==> src/rtl/note_pkg.sv <==
// Shared types and constants for the note vote recorder and its vote bank.
package note_pkg;
    localparam int NOTE_W    = 6;
    localparam int NUM_NOTES = 64;

    typedef logic [NOTE_W-1:0] note_t;

    localparam note_t REST_NOTE = 6'd0;

    typedef enum logic [2:0] {
        IDLE,
        ACCUM,
        SCAN,
        EMIT,
        DONE
    } state_e;
endpackage

==> src/rtl/note_vote_bank.sv <==
// One saturating vote counter per note index, with a global clear and a
// single clear-on-read port used by the sequential argmax scan.
module note_vote_bank
    import note_pkg::*;
#(
    parameter int VOTE_W = 8
) (
    input  logic              clk_in,
    input  logic              rst_in,
    input  logic              inc_in,
    input  note_t             inc_idx_in,
    input  logic              clr_all_in,
    input  logic              rd_clr_in,
    input  note_t             rd_idx_in,
    output logic [VOTE_W-1:0] rd_cnt_out
);
    localparam logic [VOTE_W-1:0] CNT_MAX = '1;

    logic [VOTE_W-1:0] cnt_q [NUM_NOTES];
    logic [VOTE_W-1:0] cnt_d [NUM_NOTES];

    always_comb begin
        for (int i = 0; i < NUM_NOTES; i++) begin
            cnt_d[i] = cnt_q[i];
            if (clr_all_in || (rd_clr_in && rd_idx_in == note_t'(i))) begin
                cnt_d[i] = '0;
            end else if (inc_in && inc_idx_in == note_t'(i) && cnt_q[i] != CNT_MAX) begin
                cnt_d[i] = cnt_q[i] + 1'b1;
            end
        end
    end

    always_ff @(posedge clk_in or negedge rst_in) begin
        if (!rst_in) begin
            for (int i = 0; i < NUM_NOTES; i++) cnt_q[i] <= '0;
        end else begin
            cnt_q <= cnt_d;
        end
    end

    assign rd_cnt_out = cnt_q[rd_idx_in];
endmodule

==> src/rtl/note_vote_recorder.sv <==
// Majority-votes note_lookup indices over fixed windows and hands one stable
// note per window, with its slot index, to the score buffer.
module note_vote_recorder
    import note_pkg::*;
#(
    parameter int TICK_CYCLES = 34816000,
    parameter int NUM_SLOTS   = 160,
    parameter int MIN_VOTES   = 2,
    parameter int VOTE_W      = 8
) (
    input  logic              clk_in,
    input  logic              rst_in,
    input  logic              enable_in,
    input  logic [NOTE_W-1:0] note_in,
    input  logic              note_valid_in,
    output logic [NOTE_W-1:0] note_out,
    output logic [7:0]        slot_out,
    output logic              note_valid_out,
    input  logic              note_ready_in,
    output logic              busy_out,
    output logic              done_out,
    output logic              overrun_out
);
    localparam int TIMER_W = (TICK_CYCLES > 1) ? $clog2(TICK_CYCLES) : 1;
    localparam logic [TIMER_W-1:0] TIMER_LAST = TIMER_W'(TICK_CYCLES - 1);
    localparam logic [7:0]         SLOT_LAST  = 8'(NUM_SLOTS - 1);
    localparam logic [VOTE_W-1:0]  VOTES_MIN  = VOTE_W'(MIN_VOTES);
    localparam note_t              IDX_LAST   = note_t'(NUM_NOTES - 1);

    state_e             state_q, state_d;
    logic [TIMER_W-1:0] timer_q, timer_d, timer_sat;
    logic [7:0]         slot_q, slot_d;
    note_t              scan_idx_q, scan_idx_d;
    logic [VOTE_W-1:0]  best_q, best_d, final_best;
    note_t              win_q, win_d, final_win;
    note_t              note_q, note_d;
    logic               valid_q, valid_d;
    logic               busy_q, busy_d;
    logic               done_q, done_d;
    logic               overrun_q, overrun_d;

    logic               bank_inc, bank_clr_all, bank_rd_clr;
    logic [VOTE_W-1:0]  rd_cnt;

    note_vote_bank #(.VOTE_W(VOTE_W)) u_bank (
        .clk_in     (clk_in),
        .rst_in     (rst_in),
        .inc_in     (bank_inc),
        .inc_idx_in (note_in),
        .clr_all_in (bank_clr_all),
        .rd_clr_in  (bank_rd_clr),
        .rd_idx_in  (scan_idx_q),
        .rd_cnt_out (rd_cnt)
    );

    // Timer saturates outside ACCUM so a long EMIT stall cannot wrap it and
    // the late window closes on the first ACCUM cycle after the transfer.
    assign timer_sat  = (timer_q >= TIMER_LAST) ? TIMER_LAST : timer_q + 1'b1;
    assign final_best = (rd_cnt > best_q) ? rd_cnt : best_q;
    assign final_win  = (rd_cnt > best_q) ? scan_idx_q : win_q;

    always_comb begin
        state_d      = state_q;
        timer_d      = timer_q;
        slot_d       = slot_q;
        scan_idx_d   = scan_idx_q;
        best_d       = best_q;
        win_d        = win_q;
        note_d       = note_q;
        valid_d      = valid_q;
        overrun_d    = overrun_q;
        bank_inc     = 1'b0;
        bank_clr_all = 1'b0;
        bank_rd_clr  = 1'b0;

        case (state_q)
            IDLE: begin
                if (enable_in) begin
                    state_d      = ACCUM;
                    bank_clr_all = 1'b1;
                    timer_d      = '0;
                    slot_d       = '0;
                    overrun_d    = 1'b0;
                end
            end
            ACCUM: begin
                bank_inc = note_valid_in;
                if (timer_q >= TIMER_LAST) begin
                    state_d    = SCAN;
                    timer_d    = '0;
                    scan_idx_d = '0;
                    best_d     = '0;
                    win_d      = '0;
                end else begin
                    timer_d = timer_q + 1'b1;
                end
            end
            SCAN: begin
                bank_rd_clr = 1'b1;
                timer_d     = timer_sat;
                best_d      = final_best;
                win_d       = final_win;
                scan_idx_d  = scan_idx_q + 1'b1;
                if (scan_idx_q == IDX_LAST) begin
                    state_d = EMIT;
                    note_d  = (final_best >= VOTES_MIN) ? final_win : REST_NOTE;
                    valid_d = 1'b1;
                end
            end
            EMIT: begin
                timer_d = timer_sat;
                if (valid_q && note_ready_in) begin
                    valid_d = 1'b0;
                    slot_d  = slot_q + 8'd1;
                    if (timer_q >= TIMER_LAST) overrun_d = 1'b1;
                    state_d = (slot_q == SLOT_LAST) ? DONE : ACCUM;
                end
            end
            DONE: ;
            default: state_d = IDLE;
        endcase

        if (!enable_in) begin
            state_d = IDLE;
            valid_d = 1'b0;
        end

        busy_d = (state_d == ACCUM) || (state_d == SCAN) || (state_d == EMIT);
        done_d = (state_d == DONE);
    end

    always_ff @(posedge clk_in or negedge rst_in) begin
        if (!rst_in) begin
            state_q    <= IDLE;
            timer_q    <= '0;
            slot_q     <= '0;
            scan_idx_q <= '0;
            best_q     <= '0;
            win_q      <= '0;
            note_q     <= '0;
            valid_q    <= 1'b0;
            busy_q     <= 1'b0;
            done_q     <= 1'b0;
            overrun_q  <= 1'b0;
        end else begin
            state_q    <= state_d;
            timer_q    <= timer_d;
            slot_q     <= slot_d;
            scan_idx_q <= scan_idx_d;
            best_q     <= best_d;
            win_q      <= win_d;
            note_q     <= note_d;
            valid_q    <= valid_d;
            busy_q     <= busy_d;
            done_q     <= done_d;
            overrun_q  <= overrun_d;
        end
    end

    assign note_out       = note_q;
    assign slot_out       = slot_q;
    assign note_valid_out = valid_q;
    assign busy_out       = busy_q;
    assign done_out       = done_q;
    assign overrun_out    = overrun_q;
endmodule
==> config.mk <==
export PLATFORM = sky130hd
export DESIGN_NAME = note_vote_recorder
export DESIGN_NICKNAME = d
export VERILOG_FILES = /design/src/rtl/note_pkg.sv /design/src/rtl/note_vote_bank.sv /design/src/rtl/note_vote_recorder.sv
export SDC_FILE = /design/constraint.sdc
export NUM_CORES = 2
export LEC_CHECK = 0
export BUFFER_PORTS_ARGS = -buffer_cell sky130_fd_sc_hd__buf_4
export CORE_ASPECT_RATIO = 1.1
export CORE_UTILIZATION = 45
export DETAILED_ROUTE_END_ITERATION = 6
export GPL_ROUTABILITY_DRIVEN = 0
export PLACE_DENSITY = 0.63
export SYNTH_ARGS = -nofsm -noshare
export SYNTH_HDL_FRONTEND = slang
export SYNTH_SLANG_ARGS = --single-unit
==> constraint.sdc <==
create_clock -name clk_in -period 5.1 [get_ports clk_in]
set_clock_uncertainty 0.15 [all_clocks]
set_input_delay 0.255 -clock clk_in [delete_from_list [all_inputs] [get_ports clk_in]]
set_output_delay 0.255 -clock clk_in [all_outputs]
set_load 0.01 [all_outputs]
# Word-level counts from Yosys, hierarchy flattened
# Cells that the tools add are included.
# W data, S select, Z words.
# classes
n_addsub	67
order_cmp	4
eq_ne	206
muxes	164
bitwise_logic	1
reduce_logical	336
# op_table
op	count
$mux W8	134
$add A8 B1 Y8 const B	65
$ne A8 B8 Y1 const B	64
$eq A6 B6 Y1 const B	64
$logic_and A1 B1 Y1	193
$eq A6 B5 Y1 const B	32
$reduce_bool A2 Y1	66
$eq A6 B4 Y1 const B	16
$mux W26	3
$pmux W26 S3	1
$logic_or A1 B1 Y1	66
$bmux W8 S6	1
$eq A6 B3 Y1 const B	8
$pmux W8 S2	2
$add A26 B1 Y26 const B	1
$ge A26 B26 Y1 const B	1
$eq A6 B2 Y1 const B	4
$pmux W6 S2	2
$mux W6	3
$mux W3	5
$pmux W3 S5	1
$eq A3 B2 Y1 const B	4
$eq A6 B1 Y1 const B	2
$logic_not A6 Y1	2
other kinds (19)	38
# totals
reg_bits	579
input_bits	11
out_inout_bits	18
word_cells	853

# Logic depth before layout (Yosys ltp)
# logic_depth
ltp_word	8
ltp_mapped	21
depth_no_buf	15

# Hierarchy
# Synthesis repeated with hierarchy kept, for this count alone.
# unflattened
cells_unflattened	3258
area_unflattened_um2	33574.7
# by_module_without_submodules
module	n_inst	cells_each	area_per_inst_um2	seq_area_each_um2
note_vote_bank	1	2843	29699.7	12812.3
note_vote_recorder	1	415	3875.0	1676.6

# Least setup slack after synthesis
# Ideal clock, no wire load.
# synth_timing
path_kind	reg2reg
start	reg scan_idx_q[1]
end	reg note_q[0], in the netlist note_out[0]
setup_ns	0.133
t_arrival_ns	4.398
required_time_ns	4.817
slack_ns	0.418
stages_incl_launch_ff	17
n_path_buf	5
period_less_slack_ns	4.682
path_cell_list	dfrtp_1 > buf_2 > buf_2 > clkbuf_1 > clkbuf_1 > mux4_2 > mux4_2 > mux4_2 > inv_2 > ha_1 > o221a_2 > o211ai_1 > and2_1 > clkbuf_1 > a2111o_1 > nor4_4 > o21ai_1
# synth_via
elab_chain_cells	8
word_cells_on_any_way	11
classes_between	order compare (2); eq/ne (1); mux (6); bitwise (1); reduce/logical (1)
# synth_lines
element	line	rtl
start, declared	note_vote_recorder.sv:33	note_t scan_idx_q, scan_idx_d;
start signal, assigned	note_vote_recorder.sv:149	scan_idx_q <= scan_idx_d;
$not A6 Y7 (not written as such)	note_vote_bank.sv:41	assign rd_cnt_out = cnt_q[rd_idx_in];
$bmux W8 S6	note_vote_bank.sv:41	
$mux W8 (not written as such) (2 in a row)	note_vote_bank.sv:41	
$gt A8 B8 Y1	note_vote_recorder.sv:59, note_vote_recorder.sv:60	
$mux W8	note_vote_recorder.sv:59	assign final_best = (rd_cnt > best_q) ? rd_cnt : best_q;
$ge A8 B2 Y1	note_vote_recorder.sv:106	note_d = (final_best >= VOTES_MIN) ? final_win : REST_NOTE;
$mux W6	note_vote_recorder.sv:106	
end signal, assigned	note_vote_recorder.sv:152	note_q <= note_d;
end, declared	note_vote_recorder.sv:36	note_t note_q, note_d;
# Parallel ways exist; a longest one is shown, timed or not. The select of a mux whose other input is x is not followed.
# A chain may end at the register's enable or synchronous reset.

# Worst setup path after layout
# layout_timing
start	reg scan_idx_q[0]
end	reg note_q[3], in the netlist note_out[3]
# Same word-level chain as after synthesis.

==> metrics.csv <==
metric,value,unit
power_density,281,nW/um^2
grt_pass1_wl,149000,um
initial_core_util,45.8,%
synth-seq-cells,579,
cap_violations,0,
synth_area_leaders,"dfrtp_1 45%, xor2_1 8.3%, mux4_2 5.7%",
drive_gt1_share,10.7,%
clkLatencyLatePin,0.66,ns
die-area,73300,sq um
timing.setup.tns,0,ns
r2r-end,note_out[3]$_DFFE_PN0P_,
reg2reg_setup_slack,0.17,ns
synth_flop_cell,dfrtp_1,
diodes,0,
drt_iter0_drc,2516,
die_h,284,um
p_clk_share,46.4,%
holdPathStages,5,
die_w,258,um
nets,3476,
met3_usage,3.90,%
peakVddDrop,0.259,mV
clockBufferDepth,3,
worstMarginPinSlew,1.10,ns
grt_use_total,26.1,%
area_delta_synth_final,11.9,%
final_common_cell,dfrtp_1,
routedWlPerCell,21.9,um
dr.pass1.iters,6,
relSlewSlack,26.6,%
grt_pass1_vias,24700,
cts_tree,yes,
hold_path_class,input port to register,
cts_buffers,61,
layout_common_cells,"576 x dfrtp_1, 471 x nor2_1, 375 x nand2_1, 306 x xor2_1, 147 x and3_1",
critPathSlowestCell,dfrtp_4,
run_status,finished clean,
grt_antenna_before_repair,0,
pwr-share-comb,7.7,%
setup_slack,0.174,ns
gr-usage-met1,35.8,%
syn_nets,3393,
ff2ff_path_depth,17,
cp.arrival,5.32,ns
met2_usage,40.7,%
syn_avg_cell_area,9.83,sq um
cellLeakagePower,0.0162,uW
cp_top_family,compound AO/OA/AOI/OAI gates,
grt_busiest_layer,met2,
synth_top_area_cell,dfrtp_1,
path_buf_inv,3,
timing.final.crit_share,96.6,%
hold_viol,0,
required,5.49,ns
path_max_fanout,17,
worstSetupPathType,register to register,
end_kind,register,
yosysSeqAreaShare,44.6,%
r2r-start,scan_idx_q[0]$_DFFE_PN0P_,
synth.distinct_cells,62,
async_flop_share,100,%
hold_end,u_bank.cnt_q[128]$_DFFE_PN0P_,
synth_cells,3304,
drc_errors,0,
finalSetupViolations,0,
ios,29,
rows,102,
fmax,0.203,GHz
rsz0062_at_grt,no,
fin_crit,4.93,ns
grt-ovfl-total,0,
cts_root_buf,clkbuf_16,
drt-total-wl,95800,um
hold_start,note_in[3],
core,71000,sq um
postLayoutCoreUtil,51.2,%
synth_edf_count,0,
yosys_warnings,0,
ctsResizeCount,0,
max_stage_delay,0.65,ns
swShare,24.9,%
switchingPower,2540,uW
crit_top_cell,buf_4,
numPortBuffers,28,
synth_area,32500,sq um
slew_viol_final,0,
vias,26100,
place_ws,0.0204,ns
avgViaCountPerCell,5.95,
htreeDepth,2,
power_frac_seq,45.8,%
clock_sinks,579,
power.internal,7660,uW
crit_chain,buf_12 -> mux4_2 -> mux2i_1 -> o22ai_1 -> a211oi_1 -> buf_4 -> a21oi_1 -> ha_1 -> nand3_1 -> o221a_2 -> o211ai_1 -> and2_1 -> nor2_1 -> a2111o_1 -> nor4_4 -> buf_4 -> o21ai_1,
startpoint_type,register,
grt_max_degree,151,
synth_top_area_share,44.6,%
hpwl,69200,um
antenna_left,0,
finalPower,10200,uW
clkSlewWorstSetupHoldPaths,0.06,ns
-- synthesized netlist by cell type (82+ instances only) --
cell     instances
dfrtp_1        579
nor2_1         472
nand2_1        375
xor2_1         306
and3_1         147
mux2i_1        136
nand3_1        135
o21ai_0        111
nand4_1        108
a21oi_1         85
o21ai_1         83
mux4_2          82
-- metrics by stage --
stage,instance area [sq um],instances,hold slack (ns)
after floorplan,32500,3304,-0.191
after global placement,34200,4253,0.218
after detailed placement,34200,4253,0.210
after CTS,36400,4375,0.000980
after global routing,36400,4376,0.0576
final,36400,4376,0.0428
-- power by group through the flow --
stage	Combinational, uW	Sequential, uW	Clock (uW)
2_1_floorplan	504	4730	0
3_3_place_gp	773	4760	0
3_5_place_dp	782	4760	0
4_1_cts	787	4680	4820
5_1_grt	853	4680	5000
6_report	787	4680	4740
-- sequential cells by signal (all words and copies together) (netlist names) --
signal / count
note_valid_out: 1
best_q: 8
timer_q: 26
u_bank.cnt_q: 512
overrun_out: 1
busy_out: 1
scan_idx_q: 6
slot_out: 8
note_out: 6
state_q: 3
win_q: 6
done_out: 1
-- layout make-up --
| type | instances | area (sq um) |
|---|---|---|
| clock inverters | 30 | 365 |
| multi-input cells | 2581 | 17400 |
| inverters | 52 | 195 |
| well taps | 936 | 1170 |
| clock buffers | 86 | 1750 |
| fillers | 6452 | 34600 |
| repair buffers | 112 | 1000 |
| flip-flops and latches | 579 | 14500 |
-- per-layer routing --
layer | share of wire [%] | wire [um]
met3 | 6.6 | 6310
met4 | 5.0 | 4760
met1 | 43 | 40900
met2 | 46 | 43800
met5 | 0 | 0
-- timing repair --
item / CTS / global route
setup buffers: 0 / 1
endpoints found under the hold margin: 95 / 0
endpoints found under the setup margin: 0 / 6
hold buffers: 6 / 0
-- worst register-to-register path, cell delays in order, from the launching register on --
cell      delay (ns)
dfrtp_4         0.65
buf_12          0.25
mux4_2          0.55
mux2i_1         0.38
o22ai_1         0.13
a211oi_1        0.28
buf_4           0.20
a21oi_1         0.07
ha_1            0.31
nand3_1         0.11
o221a_2         0.29
o211ai_1        0.19
and2_1          0.30
nor2_1          0.09
a2111o_1        0.43
nor4_4          0.14
buf_4           0.21
o21ai_1         0.09
-- logic make-up after synthesis --
group	share of synthesized area [%]
buf+inv	1.94
compound gates	9.30
flops	44.6
simple gates	20.2
fa+ha+maj	3.00
xor+xnor	9.30
mux	11.6
-- how the worst max path moves through the flow --
| stage | start | endpoint | depth (start not counted) |
|---|---|---|---|
| 6_report | scan_idx_q[0]$_DFFE_PN0P_ | note_out[3]$_DFFE_PN0P_ | 17 |
| 5_1_grt | scan_idx_q[0]$_DFFE_PN0P_ | note_out[3]$_DFFE_PN0P_ | 18 |
| 4_1_cts | scan_idx_q[0]$_DFFE_PN0P_ | note_out[3]$_DFFE_PN0P_ | 18 |
| 3_5_place_dp | scan_idx_q[0]$_DFFE_PN0P_ | note_out[3]$_DFFE_PN0P_ | 18 |
| 3_3_place_gp | scan_idx_q[0]$_DFFE_PN0P_ | note_out[0]$_DFFE_PN0P_ | 15 |
| 2_1_floorplan | scan_idx_q[1]$_DFFE_PN0P_ | note_out[0]$_DFFE_PN0P_ | 16 |
Note: power is estimated with default switching activity, not from simulation.
